[config.mk]
export PLATFORM = sky130hd
export DESIGN_NAME = hdr_ddr_word_serializer
export DESIGN_NICKNAME = d
export VERILOG_FILES = /design/src/rtl/hdr_ddr_pkg.sv /design/src/rtl/hdr_ddr_parity.sv /design/src/rtl/hdr_ddr_word_serializer.sv
export SDC_FILE = /design/constraint.sdc
export NUM_CORES = 1
export LEC_CHECK = 0
export ABC_AREA = 0
export CAP_MARGIN = 25
export CORE_ASPECT_RATIO = 0.75
export CORE_UTILIZATION = 55
export CTS_CLUSTER_DIAMETER = 150
export CTS_CLUSTER_SIZE = 20
export DETAILED_ROUTE_END_ITERATION = 6
export GPL_TIMING_DRIVEN = 0
export HOLD_SLACK_MARGIN = 0.03
export PLACE_DENSITY = 0.84
export SKIP_CTS_REPAIR_TIMING = 1
export SLEW_MARGIN = 20
export SYNTH_ARGS = -nofsm -noshare
export SYNTH_HDL_FRONTEND = slang
export SYNTH_HIERARCHICAL = 1
export SYNTH_SLANG_ARGS = --single-unit
[constraint.sdc]
create_clock -name i_ser_clk -period 3.2 [get_ports i_ser_clk]
set_clock_uncertainty 0.15 [all_clocks]
set_input_delay 0.64 -clock i_ser_clk [delete_from_list [all_inputs] [get_ports i_ser_clk]]
set_output_delay 0.64 -clock i_ser_clk [all_outputs]
set_load 0.01 [all_outputs]
[src/rtl/hdr_ddr_pkg.sv]
// hdr_ddr_pkg: shared HDR-DDR word geometry, serializer states and parity helper
package hdr_ddr_pkg;
  localparam int WORD_BITS = 20;
  localparam int PRE_W = 2;
  localparam int DATA_W = 16;
  localparam int PAR_W = 2;
  localparam int LAST_BIT = 19;
  localparam int MID_BIT = 9;
  typedef enum logic [1:0] {IDLE, SHIFT, HOLD} state_e;
  // {PA1, PA0}: PA1 covers odd data bits, PA0 covers even data bits inverted
  function automatic logic [PAR_W-1:0] ddr_parity(input logic [DATA_W-1:0] d);
    return {^(d & 16'hAAAA), ~^(d & 16'h5555)};
  endfunction
endpackage

[src/rtl/hdr_ddr_parity.sv]
// hdr_ddr_parity: combinational HDR-DDR word parity, shared with the receive-side checker
module hdr_ddr_parity
  import hdr_ddr_pkg::*;
(
  input  logic [DATA_W-1:0] data_i,
  output logic [PAR_W-1:0]  par_o
);
  assign par_o = ddr_parity(data_i);
endmodule

[src/rtl/hdr_ddr_word_serializer.sv]
// hdr_ddr_word_serializer: shifts 20-bit HDR-DDR words MSB first onto SDO, one bit per cycle
module hdr_ddr_word_serializer #(
  parameter int   DATA_W   = 16,
  parameter logic IDLE_SDO = 1'b1
) (
  input  logic              i_ser_clk,
  input  logic              i_ser_rst,
  input  logic              i_ser_en,
  input  logic              i_ser_word_valid,
  input  logic [1:0]        i_ser_preamble,
  input  logic [DATA_W-1:0] i_ser_data,
  input  logic              i_fcnt_last_frame,
  output logic              o_ser_word_ready,
  output logic              o_ser_sdo,
  output logic [5:0]        o_cnt_bit_count,
  output logic              o_ser_word_done,
  output logic              o_ser_frames_done,
  output logic              o_ser_underrun,
  output logic              o_ser_busy
);
  import hdr_ddr_pkg::*;
  state_e               state_q, state_d;
  logic [WORD_BITS-1:0] sr_q, sr_d;
  logic [5:0]           cnt_q, cnt_d;
  logic [PAR_W-1:0]     par;
  logic                 at_last, accept;
  hdr_ddr_parity u_par (.data_i(i_ser_data), .par_o(par));
  assign at_last = state_q == SHIFT && cnt_q == 6'(LAST_BIT);
  assign o_ser_word_ready = i_ser_en && !i_ser_rst &&
    (state_q == IDLE || state_q == HOLD || (at_last && !i_fcnt_last_frame));
  assign accept = i_ser_word_valid && o_ser_word_ready;
  assign o_ser_word_done = at_last && i_ser_en && !i_ser_rst;
  assign o_ser_frames_done = o_ser_word_done && i_fcnt_last_frame;
  assign o_ser_underrun = state_q == HOLD;
  assign o_ser_busy = state_q != IDLE;
  assign o_ser_sdo = state_q == SHIFT ? sr_q[WORD_BITS-1] : IDLE_SDO;
  // HOLD keeps count at 19 internally but shows 0 so the frame counter does not count twice
  assign o_cnt_bit_count = state_q == SHIFT ? cnt_q : 6'd0;
  always_comb begin
    state_d = state_q;
    sr_d = sr_q;
    cnt_d = cnt_q;
    if (!i_ser_en) begin
      state_d = IDLE;
      cnt_d = '0;
    end else if (accept) begin
      state_d = SHIFT;
      sr_d = {i_ser_preamble, i_ser_data, par};
      cnt_d = '0;
    end else if (at_last) begin
      state_d = i_fcnt_last_frame ? IDLE : HOLD;
      cnt_d = i_fcnt_last_frame ? 6'd0 : cnt_q;
    end else if (state_q == SHIFT) begin
      sr_d = {sr_q[WORD_BITS-2:0], 1'b0};
      cnt_d = cnt_q + 6'd1;
    end
  end
  always_ff @(posedge i_ser_clk) begin
    if (i_ser_rst) begin
      state_q <= IDLE;
      sr_q <= '0;
      cnt_q <= '0;
    end else begin
      state_q <= state_d;
      sr_q <= sr_d;
      cnt_q <= cnt_d;
    end
  end
endmodule

==> impl_metrics.tcl, run 1 <==
set metrics [dict create \
    status "finished clean" \
    postRouteWirelength_mm 4.72 \
    min_period_ns 3.10 \
    num_antenna_cells 0 \
    place_ws_ns -0.181 \
    arrival_ns 2.31 \
    grt_pass1_vias 1597 \
    multi_input_area_sq_um 1120 \
    yosysUniqueCellTypes 38 \
    seqPwrFrac_pct 46.6 \
    regArea_sq_um 562 \
    synthTopCellsByArea "dfxtp_1 (32%), a32oi_1 (9.4%), nor2b_1 (7.5%)" \
    syn_avg_cell_area_sq_um 8.95 \
    yosysWarnings 6 \
    comb_power_share_pct 26.5 \
    whs_ns 0.383 \
    dieArea_sq_um 3440 \
    die_h_um 51.0 \
    p_sw_mw 0.234 \
    root_buffer "clkbuf_8" \
    gp_congestion 0.866 \
    cts_tree "yes" \
    rsz0062_at_grt "false" \
    grt_first_pass_wirelength_mm 7.67 \
    r2r_slack_ns 0.94 \
    power_leakage_nw 0.779 \
    slew_viol_final 0 \
    cts_buffers 3 \
    ant_nets 0 \
    drtIter0Drc 191 \
    crit_type "register to output pin" \
    crit_slowest_cell "clkdlybuf4s50_1" \
    synth_seq_cells 28 \
    fin_area_sq_um 2250 \
    firstDrtPassIters 5 \
    grt_max_degree 16 \
    fmax_ghz 0.323 \
    rows 17 \
    syn_area_sq_um 1760 \
    h-tree-depth 1 \
    max_cap_viol_count 0 \
    ys_seq_area_share_pct 31.8 \
    timing.rr.end "sr_q[16]$_SDFFE_PP0P_" \
    power-per-cell-area_nw_per_um2 368 \
    areaGrowthSynthToFinish_pct 27.5 \
    clock_path_buffers 2 \
    fillers 217 \
    dp_hpwl_mm 3.36 \
    io_buffers 34 \
    die_w_um 67.4 \
    crit_path_max_incr_delay_ns 0.53 \
    intPower_mw 0.594 \
    netlist_instances 197 \
    layout.nets 264 \
    startpoint_type "register" \
    clkPwrFrac_pct 26.9 \
    grt_usage_pct 29.7 \
    r2r-start "state_q[0]$_SDFFE_PP0P_" \
    swShare_pct 28.3 \
    cp-end-kind "output pin" \
    timing.final.crit_share_pct 96.8 \
    core_sq_um 3000 \
    hold-path-cell-count 2 \
    hold_viol_final 0 \
    cts_sinks 28 \
    synth_top_cell_by_area "dfxtp_1" \
    io_pins 35 \
    path_cells "or3_4 > o41ai_4 > buf_6 > and2_1 > clkdlybuf4s50_1" \
    post-route-worst-setup-slack_ns 0.103 \
    relSlewSlack_pct 52.2 \
    routedWlPerCell_um 17.1 \
    hp-start "sr_q[16]$_SDFFE_PP0P_" \
    r2r_cells 6 \
    clk_pin_slew_ns 0.10 \
    avgViaCountPerCell 6.34 \
    ir_drop_mv 0.205 \
    dr_total_vias 1755 \
    worst_pin_slew_ns 0.717 \
    antenna_found_initial 0 \
    path_max_fanout 4 \
    syn_nets 221 \
    finalSetupViolations 0 \
    synth_top_area_share_pct 31.8 \
    overflow 0 \
    drt_drc_violations_left 0 \
    final_layout_size_suffix_gt1_share_pct 14.6 \
    start_util_pct 58.8 \
    place_area_sq_um 2150 \
    min_path_type "register to register" \
    clock_latency_ns 0.28 \
    worst_hold_path.endpoint "sr_q[17]$_SDFFE_PP0P_" \
    crit_required_ns 2.41 \
]
==> placed cells by master (no fill, tap or decap), types with 4 or more instances in the layout <==
cell type / count
buf_2: 6
xnor2_1: 13
nor2_1: 10
and2_1: 9
clkbuf_8: 4
clkbuf_1: 8
a211oi_1: 9
dfxtp_1: 27
buf_4: 4
a211oi_2: 10
nand2_1: 6
clkdlybuf4s50_1: 33
a32oi_1: 19
nor2b_1: 21
nor3_1: 20
==> synthesized netlist by cell type <==
cell type	number
a21o_1	2
nor3_1	21
nor4bb_1	1
nand2_1	6
a31oi_1	1
ha_1	1
nand3_1	2
nor4_1	1
xnor2_1	13
a211oi_2	10
or3_4	1
nand3b_1	1
xor2_1	3
o21a_1	1
buf_6	3
buf_2	6
and3b_1	1
or3b_1	1
a21oi_1	2
nand4_1	1
or2_2	1
nor2_1	10
o41ai_4	1
nor2b_1	21
dfxtp_1	28
o31ai_1	1
nand2b_1	3
or2_1	1
o21ai_0	1
nand4_2	1
a32oi_1	19
clkbuf_1	8
and2_1	9
o211a_1	1
nand3_2	1
and3_1	1
a211oi_1	9
a311oi_1	3
==> cells by family (layout without fill, tap and decap cells) <==
family | count (synthesis) | in the layout | share of synthesized area [%]
adders and majority gates | 1 | 1 | 0.710
and+or+nand+nor | 84 | 84 | 27.3
DFF | 28 | 28 | 31.8
AOI/OAI and AO/OA | 51 | 51 | 26.9
buffers and inverters | 17 | 59 | 5.32
xor gates and xnor gates | 16 | 16 | 7.95
==> metal layers <==
| layer | global-route usage, % | vias to the layer above | part of all wire [%] |
|---|---|---|---|
| li1 | - | 820 | - |
| met1 | 42.3 | 857 | 48 |
| met2 | 46.2 | 69 | 45 |
| met3 | 5.80 | 9 | 5.7 |
| met4 | 5.32 | 0 | 1.0 |
| met5 | 0 | - | 0 |
==> critical path, delay by kind of cell, from the launching register on <==
family | cells | cell delay, ns
and+or+nand+nor | 2 | 0.57
AOI/OAI and AO/OA | 1 | 0.40
DFF | 1 | 0.36
buffers and inverters | 2 | 0.70
==> cell type report <==
cell class              count  share of cell area [%]
clock buffers               4                    2.45
repair buffers             38                    16.6
flip-flops and latches     28                    25.0
well taps                  38                    2.12
multi-input cells         152                    49.7
plain buffers              17                    4.18
==> power by group through the flow <==
stage               Sequential [mW]  Combinational (mW)  Clock, mW
detailed placement            0.393               0.210          0
global route                  0.388               0.237      0.241
global placement              0.391               0.202          0
finish                        0.386               0.219      0.223
floorplan                     0.388               0.144          0
CTS                           0.385               0.212      0.226
==> how the worst max path moves through the flow <==
| stage | start | endpoint | slack (ns) | cells past startpoint |
|---|---|---|---|---|
| detailed placement | i_fcnt_last_frame | o_ser_word_ready | -0.18 | 5 |
| CTS | i_fcnt_last_frame | o_ser_word_ready | -0.19 | 5 |
| finish | cnt_q[5]$_SDFFE_PP0P_ | o_ser_word_ready | 0.10 | 5 |
| global placement | i_fcnt_last_frame | o_ser_word_ready | -0.18 | 5 |
| global route | cnt_q[0]$_SDFFE_PP0P_ | o_ser_frames_done | 0.02 | 6 |
| floorplan | cnt_q[2]$_SDFFE_PP0P_ | o_ser_word_ready | 0.93 | 4 |
==> stage by stage <==
stage | setup TNS, ns | utilization (%) | total power [mW] | cells
6_report | 0 | 74.9 | 0.828 | 277
5_1_grt | 0 | 74.9 | 0.866 | 277
4_1_cts | -0.191 | 73.6 | 0.822 | 273
3_5_place_dp | -0.181 | 71.7 | 0.603 | 269
3_3_place_gp | -0.185 | 71.7 | 0.593 | 269
2_1_floorplan | 0 | - | 0.532 | 197
==> sequential cells by signal (all words and copies together), names as in the netlist <==
signal / flops
sr_q: 20
cnt_q: 6
state_q: 2
No activity file was read; power rests on OpenSTA's default activity.
==> run 2, diff against run 1 <==
--- a/config.mk
+++ b/config.mk
@@ -7,14 +7,17 @@
 export LEC_CHECK = 0
 export ABC_AREA = 0
 export CAP_MARGIN = 25
+export CELL_PAD_IN_SITES_DETAIL_PLACEMENT = 1
+export CELL_PAD_IN_SITES_GLOBAL_PLACEMENT = 1
 export CORE_ASPECT_RATIO = 0.75
-export CORE_UTILIZATION = 55
+export CORE_UTILIZATION = 41
 export CTS_CLUSTER_DIAMETER = 150
 export CTS_CLUSTER_SIZE = 20
 export DETAILED_ROUTE_END_ITERATION = 6
 export GPL_TIMING_DRIVEN = 0
 export HOLD_SLACK_MARGIN = 0.03
-export PLACE_DENSITY = 0.84
+export PLACE_DENSITY_LB_ADDON = 0.1
+export SETUP_SLACK_MARGIN = 0.2
 export SKIP_CTS_REPAIR_TIMING = 1
 export SLEW_MARGIN = 20
 export SYNTH_ARGS = -nofsm -noshare
==> run 2 against run 1 <==
Count of clock-buffer cells in the layout shrank 1. Power grew 8.6%. Utilization shrank 18 points. Register-to-register slack lost 0.04 ns. Sequential power is essentially flat. Die area grew 33%. Clock power grew 30%. Final cell count grew 6.1%. Global-route usage shrank 6.0 points. First-iteration DRC count shrank 62%. Design area grew 3.6%. Routed wire length grew 13%. Largest cell class unchanged. Largest power group unchanged.
==> impl_metrics.tcl, run 2 (synthesized netlist as in run 1, its figures left out) <==
set metrics [dict create \
    whs_ns 0.360 \
    place_ws_ns -0.178 \
    timing.final.crit_share_pct 90.3 \
    arrival_ns 2.10 \
    start_util_pct 43.2 \
    regArea_sq_um 571 \
    fmax_ghz 0.346 \
    num_antenna_cells 0 \
    regMostFlops "sr_q" \
    top_regs "sr_q x20, cnt_q x6, state_q x2" \
    startpoint_type "register" \
    drtIter0Drc 73 \
    dieArea_sq_um 4570 \
    drt_drc_violations_left 0 \
    overflow 0 \
    path_max_fanout 6 \
    clock_latency_ns 0.28 \
    power-per-cell-area_nw_per_um2 386 \
    grt_pass1_vias 1681 \
    power_mw 0.899 \
    r2r-start "state_q[0]$_SDFFE_PP0P_" \
    post-route-worst-setup-slack_ns 0.311 \
    largest_register_ffs 20 \
    utilization_pct 57.1 \
    clock_path_buffers 2 \
    slew_viol_final 0 \
    worst_pin_slew_ns 0.700 \
    cp-end-kind "output pin" \
    core_sq_um 4080 \
    routedWlPerCell_um 18.1 \
    cts_tree "yes" \
    power_leakage_nw 0.845 \
    h-tree-depth 1 \
    ant_nets 0 \
    layout.nets 264 \
    finalSetupViolations 0 \
    antenna_found_initial 0 \
    min_period_ns 2.89 \
    cts_sinks 28 \
    relSlewSlack_pct 53.3 \
    final_cell_mix "clkdlybuf4s50_1 (30), dfxtp_1 (24), nor2b_1 (20)" \
    avgViaCountPerCell 5.95 \
    postRouteWirelength_mm 5.32 \
    root_buffer "clkbuf_8" \
    rsz0062_at_grt "false" \
    io_buffers 34 \
    r2r_slack_ns 0.90 \
    min_path_type "register to register" \
    grt_usage_pct 23.7 \
    clk_pin_slew_ns 0.11 \
    dr_total_vias 1748 \
    crit_path_end "o_ser_frames_done" \
    fillers 478 \
    dp_hpwl_mm 3.72 \
    timing.rr.end "sr_q[12]$_SDFFE_PP0P_" \
    firstDrtPassIters 4 \
    areaGrowthSynthToFinish_pct 32.1 \
    ir_drop_mv 0.262 \
    hold_viol_final 0 \
    cts_buffers 3 \
    final_common_cell "clkdlybuf4s50_1" \
    io_pins 35 \
    status "finished clean" \
    final_layout_size_suffix_gt1_share_pct 18.4 \
    rows 20 \
    crit_required_ns 2.41 \
    gp_congestion 0.830 \
    crit_type "register to output pin" \
    grt_first_pass_wirelength_mm 8.47 \
    multi_input_area_sq_um 1140 \
    die_w_um 77.7 \
    crit_start "cnt_q[0]$_SDFFE_PP0P_" \
    r2r_cells 6 \
    die_h_um 58.8 \
    finalSetupTns_ns 0 \
    grt_max_degree 17 \
    max_cap_viol_count 0 \
]
## run 2: cell count changes in the layout (fill, tap and decap cells not counted), sizes merged
cell | before | now
clkdlybuf4s50 | 33 | 30
dlymetal6s2s | 1 | 4
bufinv | 0 | 1
clkbuf | 12 | 11
## run 2: critical path, cell delays in order (launching register included)
cell             delay (ns)
dfxtp_4                0.38
ha_2                   0.22
and2_4                 0.17
nand2_2                0.12
nor3_4                 0.23
and2_1                 0.15
clkdlybuf4s50_1        0.53
## run 2: report_power, final
part | internal [mW] | switching (mW) | total [mW]
sequential | 0.370 | 0.0131 | 0.383
combinational | 0.112 | 0.113 | 0.225
clock | 0.168 | 0.123 | 0.291
## run 2: worst min path at each step
stage	cells after the start	startpoint	end	slack, ns
finish	1	cnt_q[2]$_SDFFE_PP0P_	cnt_q[2]$_SDFFE_PP0P_	0.36
global route	1	cnt_q[2]$_SDFFE_PP0P_	cnt_q[2]$_SDFFE_PP0P_	0.39
CTS	1	cnt_q[4]$_SDFFE_PP0P_	cnt_q[4]$_SDFFE_PP0P_	0.42
detailed placement	2	cnt_q[1]$_SDFFE_PP0P_	cnt_q[1]$_SDFFE_PP0P_	0.40
global placement	2	sr_q[16]$_SDFFE_PP0P_	sr_q[17]$_SDFFE_PP0P_	0.35
floorplan	2	cnt_q[1]$_SDFFE_PP0P_	cnt_q[1]$_SDFFE_PP0P_	0.34
## run 2: layout make-up
cell class	instances	area share, %
Sequential cell	28	24.5
Buffer	17	4.08
Timing Repair Buffer	38	16.3
Clock buffer	3	1.77
Multi-Input combinational cell	152	49.1
Clock inverter	1	1.29
Tap cell	55	2.96
## run 2: routing by layer
metal | GRT usage, % | up-vias | wire length [um]
li1 | - | 824 | -
met1 | 34.7 | 865 | 2660
met2 | 37.0 | 51 | 2360
met3 | 3.88 | 8 | 240
met4 | 4.31 | 0 | 65
met5 | 0 | - | 0
## run 2: stage by stage
stage,area [sq um],cells
finish,2330,294
global route,2330,294
CTS,2240,290
detailed placement,2170,286
global placement,2170,286
floorplan,1760,197
==> run 3, diff against run 2 <==
--- a/config.mk
+++ b/config.mk
@@ -10,7 +10,7 @@
 export CELL_PAD_IN_SITES_DETAIL_PLACEMENT = 1
 export CELL_PAD_IN_SITES_GLOBAL_PLACEMENT = 1
 export CORE_ASPECT_RATIO = 0.75
-export CORE_UTILIZATION = 41
+export CORE_UTILIZATION = 35
 export CTS_CLUSTER_DIAMETER = 150
 export CTS_CLUSTER_SIZE = 20
 export DETAILED_ROUTE_END_ITERATION = 6
==> constraint.sdc (replaced) <==
create_clock -name i_ser_clk -period 2.5 [get_ports i_ser_clk]
set_clock_uncertainty 0.15 [all_clocks]
set_input_delay 0.5 -clock i_ser_clk [delete_from_list [all_inputs] [get_ports i_ser_clk]]
set_output_delay 0.5 -clock i_ser_clk [all_outputs]
set_load 0.01 [all_outputs]
==> run 3 against run 2 <==
The run now ends with DRC left. Non-clock buffer count up 1. Critical endpoint is now o_ser_word_ready. Die area up 17%. Design area rose by 3.0%. Final cell count rose by 1.0%. Sequential power rose by 27%. Global-route usage decreased by 2.8 points. Hold slack gained 0.036 ns. Critical path type unchanged. First-iteration DRC count grew 19%. Critical path depth fell by 1. Power rose by 19%. Via count fell by 4.0%. Register-to-register slack worse by 0.46 ns.
==> impl_metrics.tcl, run 3 (synthesized netlist as in run 1, its figures left out) <==
set metrics [dict create \
    slew_viol_final 0 \
    grt_first_pass_wirelength_mm 8.98 \
    m1WireLength_mm 2.86 \
    num_antenna_cells 0 \
    cp-end-kind "output pin" \
    routedWlPerCell_um 18.6 \
    io_pins 35 \
    power-per-cell-area_nw_per_um2 448 \
    finalSetupViolations 0 \
    antenna_found_initial 0 \
    core_sq_um 4650 \
    layout.cells.non_filler 297 \
    fmax_ghz 0.411 \
    largest_register_ffs 20 \
    crit_required_ns 1.85 \
    min_period_ns 2.43 \
    root_buffer "clkbuf_8" \
    fin_area_sq_um 2400 \
    rsz0062_at_grt "true" \
    final_cell_mix "clkdlybuf4s50_1 (23), dfxtp_1 (21), nor2b_1 (20)" \
    post-route-worst-setup-slack_ns 0.0655 \
    grt_usage_pct 20.9 \
    cts_sinks 28 \
    power_leakage_nw 0.966 \
    firstDrtPassIters 6 \
    dr_wl_met3_um 191 \
    rows 21 \
    crit_type "register to output pin" \
    io_buffers 34 \
    clk_pin_slew_ns 0.10 \
    timing.final.crit_share_pct 97.4 \
    grt_max_degree 16 \
    dieArea_sq_um 5330 \
    areaGrowthSynthToFinish_pct 36.0 \
    cts_tree "yes" \
    placed_cells_incl_taps 288 \
    overflow 0 \
    drt_drc_violations_left 2 \
    top_layer "met4" \
    hold_viol_final 0 \
    place_ws_ns -0.621 \
    start_util_pct 37.9 \
    arrival_ns 1.78 \
    regMostFlops "sr_q" \
    drtIter0Drc 87 \
    postRouteWirelength_mm 5.53 \
    die_w_um 84.0 \
    final_common_cell "clkdlybuf4s50_1" \
    min_path_type "register to register" \
    grt_pass1_vias 1741 \
    top_regs "sr_q x20, cnt_q x6, state_q x2" \
    avgViaCountPerCell 5.65 \
    dp_hpwl_mm 3.96 \
    layout.nets 265 \
    path_max_fanout 4 \
    relSlewSlack_pct 52.0 \
    place_area_sq_um 2170 \
    die_h_um 63.5 \
    max_cap_viol_count 0 \
    ant_nets 0 \
    cts_buffers 3 \
    h-tree-depth 1 \
    dr_total_vias 1678 \
    startpoint_type "register" \
    clock_latency_ns 0.28 \
    final_layout_size_suffix_gt1_share_pct 23.8 \
    status "finished with violations" \
    ir_drop_mv 0.239 \
    fillers 519 \
    clock_path_buffers 2 \
    worst_pin_slew_ns 0.720 \
    wl_met2_mm 2.45 \
    gp_congestion 0.736 \
    violations "DRC" \
]
==> run 3: cell types whose count changed in the layout (fill, tap and decap cells not counted), moves of 3 or more <==
cell / previous run / this run
buf_4: 4 / 7
clkdlybuf4s50_1: 30 / 23
dlymetal6s2s_1: 4 / 9
clkbuf_1: 7 / 2
dfxtp_4: 2 / 5
dfxtp_1: 24 / 21
clkbuf_2: 1 / 4
==> run 3: stage by stage <==
stage,TNS (ns),hold slack (ns),util (%),total power [mW]
floorplan,0,0.336,-,0.681
global placement,-5.04,0.352,46.8,0.766
detailed placement,-7.29,0.384,46.8,0.779
CTS,-5.51,0.396,47.9,1.08
global route,0,0.429,51.5,1.13
finish,0,0.395,51.5,1.07
==> run 3: final timing paths <==
path,startpoint,to,slack (ns),cells after the start
worst max-delay path,cnt_q[5]$_SDFFE_PP0P_,o_ser_word_ready,0.07,5
worst min-delay path,sr_q[16]$_SDFFE_PP0P_,sr_q[17]$_SDFFE_PP0P_,0.40,2
worst max register to register,cnt_q[5]$_SDFFE_PP0P_,sr_q[8]$_SDFFE_PP0P_,0.44,6
worst min register to register,sr_q[16]$_SDFFE_PP0P_,sr_q[17]$_SDFFE_PP0P_,0.40,2
==> run 3: routing by layer <==
layer  GRT usage, %  vias to the layer above
met3           3.93                        2
met5              0                        -
li1               -                      820
met4           2.16                        0
met1           30.5                      824
met2           33.0                       32
==> run 3: critical path, stage by stage, from the launching register on <==
cell and delay [ns]:
dfxtp_2 0.36, or3_4 0.44, o41ai_4 0.31, buf_6 0.16
and2_1 0.11, clkbuf_2 0.12
==> run 3: cell type report <==
| type | instances | area (sq um) | area share, % |
|---|---|---|---|
| Multi-Input combinational cell | 152 | 1190 | 49.5 |
| Clock buffer | 4 | 55.1 | 2.30 |
| Buffer | 17 | 113 | 4.70 |
| Tap cell | 57 | 71.3 | 2.97 |
| Timing Repair Buffer | 39 | 390 | 16.3 |
| Sequential cell | 28 | 582 | 24.3 |
==> run 3: report_power, final <==
group | internal [mW] | leakage [nW] | switching, mW
logic | 0.148 | 0.703 | 0.146
clock network | 0.141 | 0.0288 | 0.151
registers | 0.471 | 0.234 | 0.0156
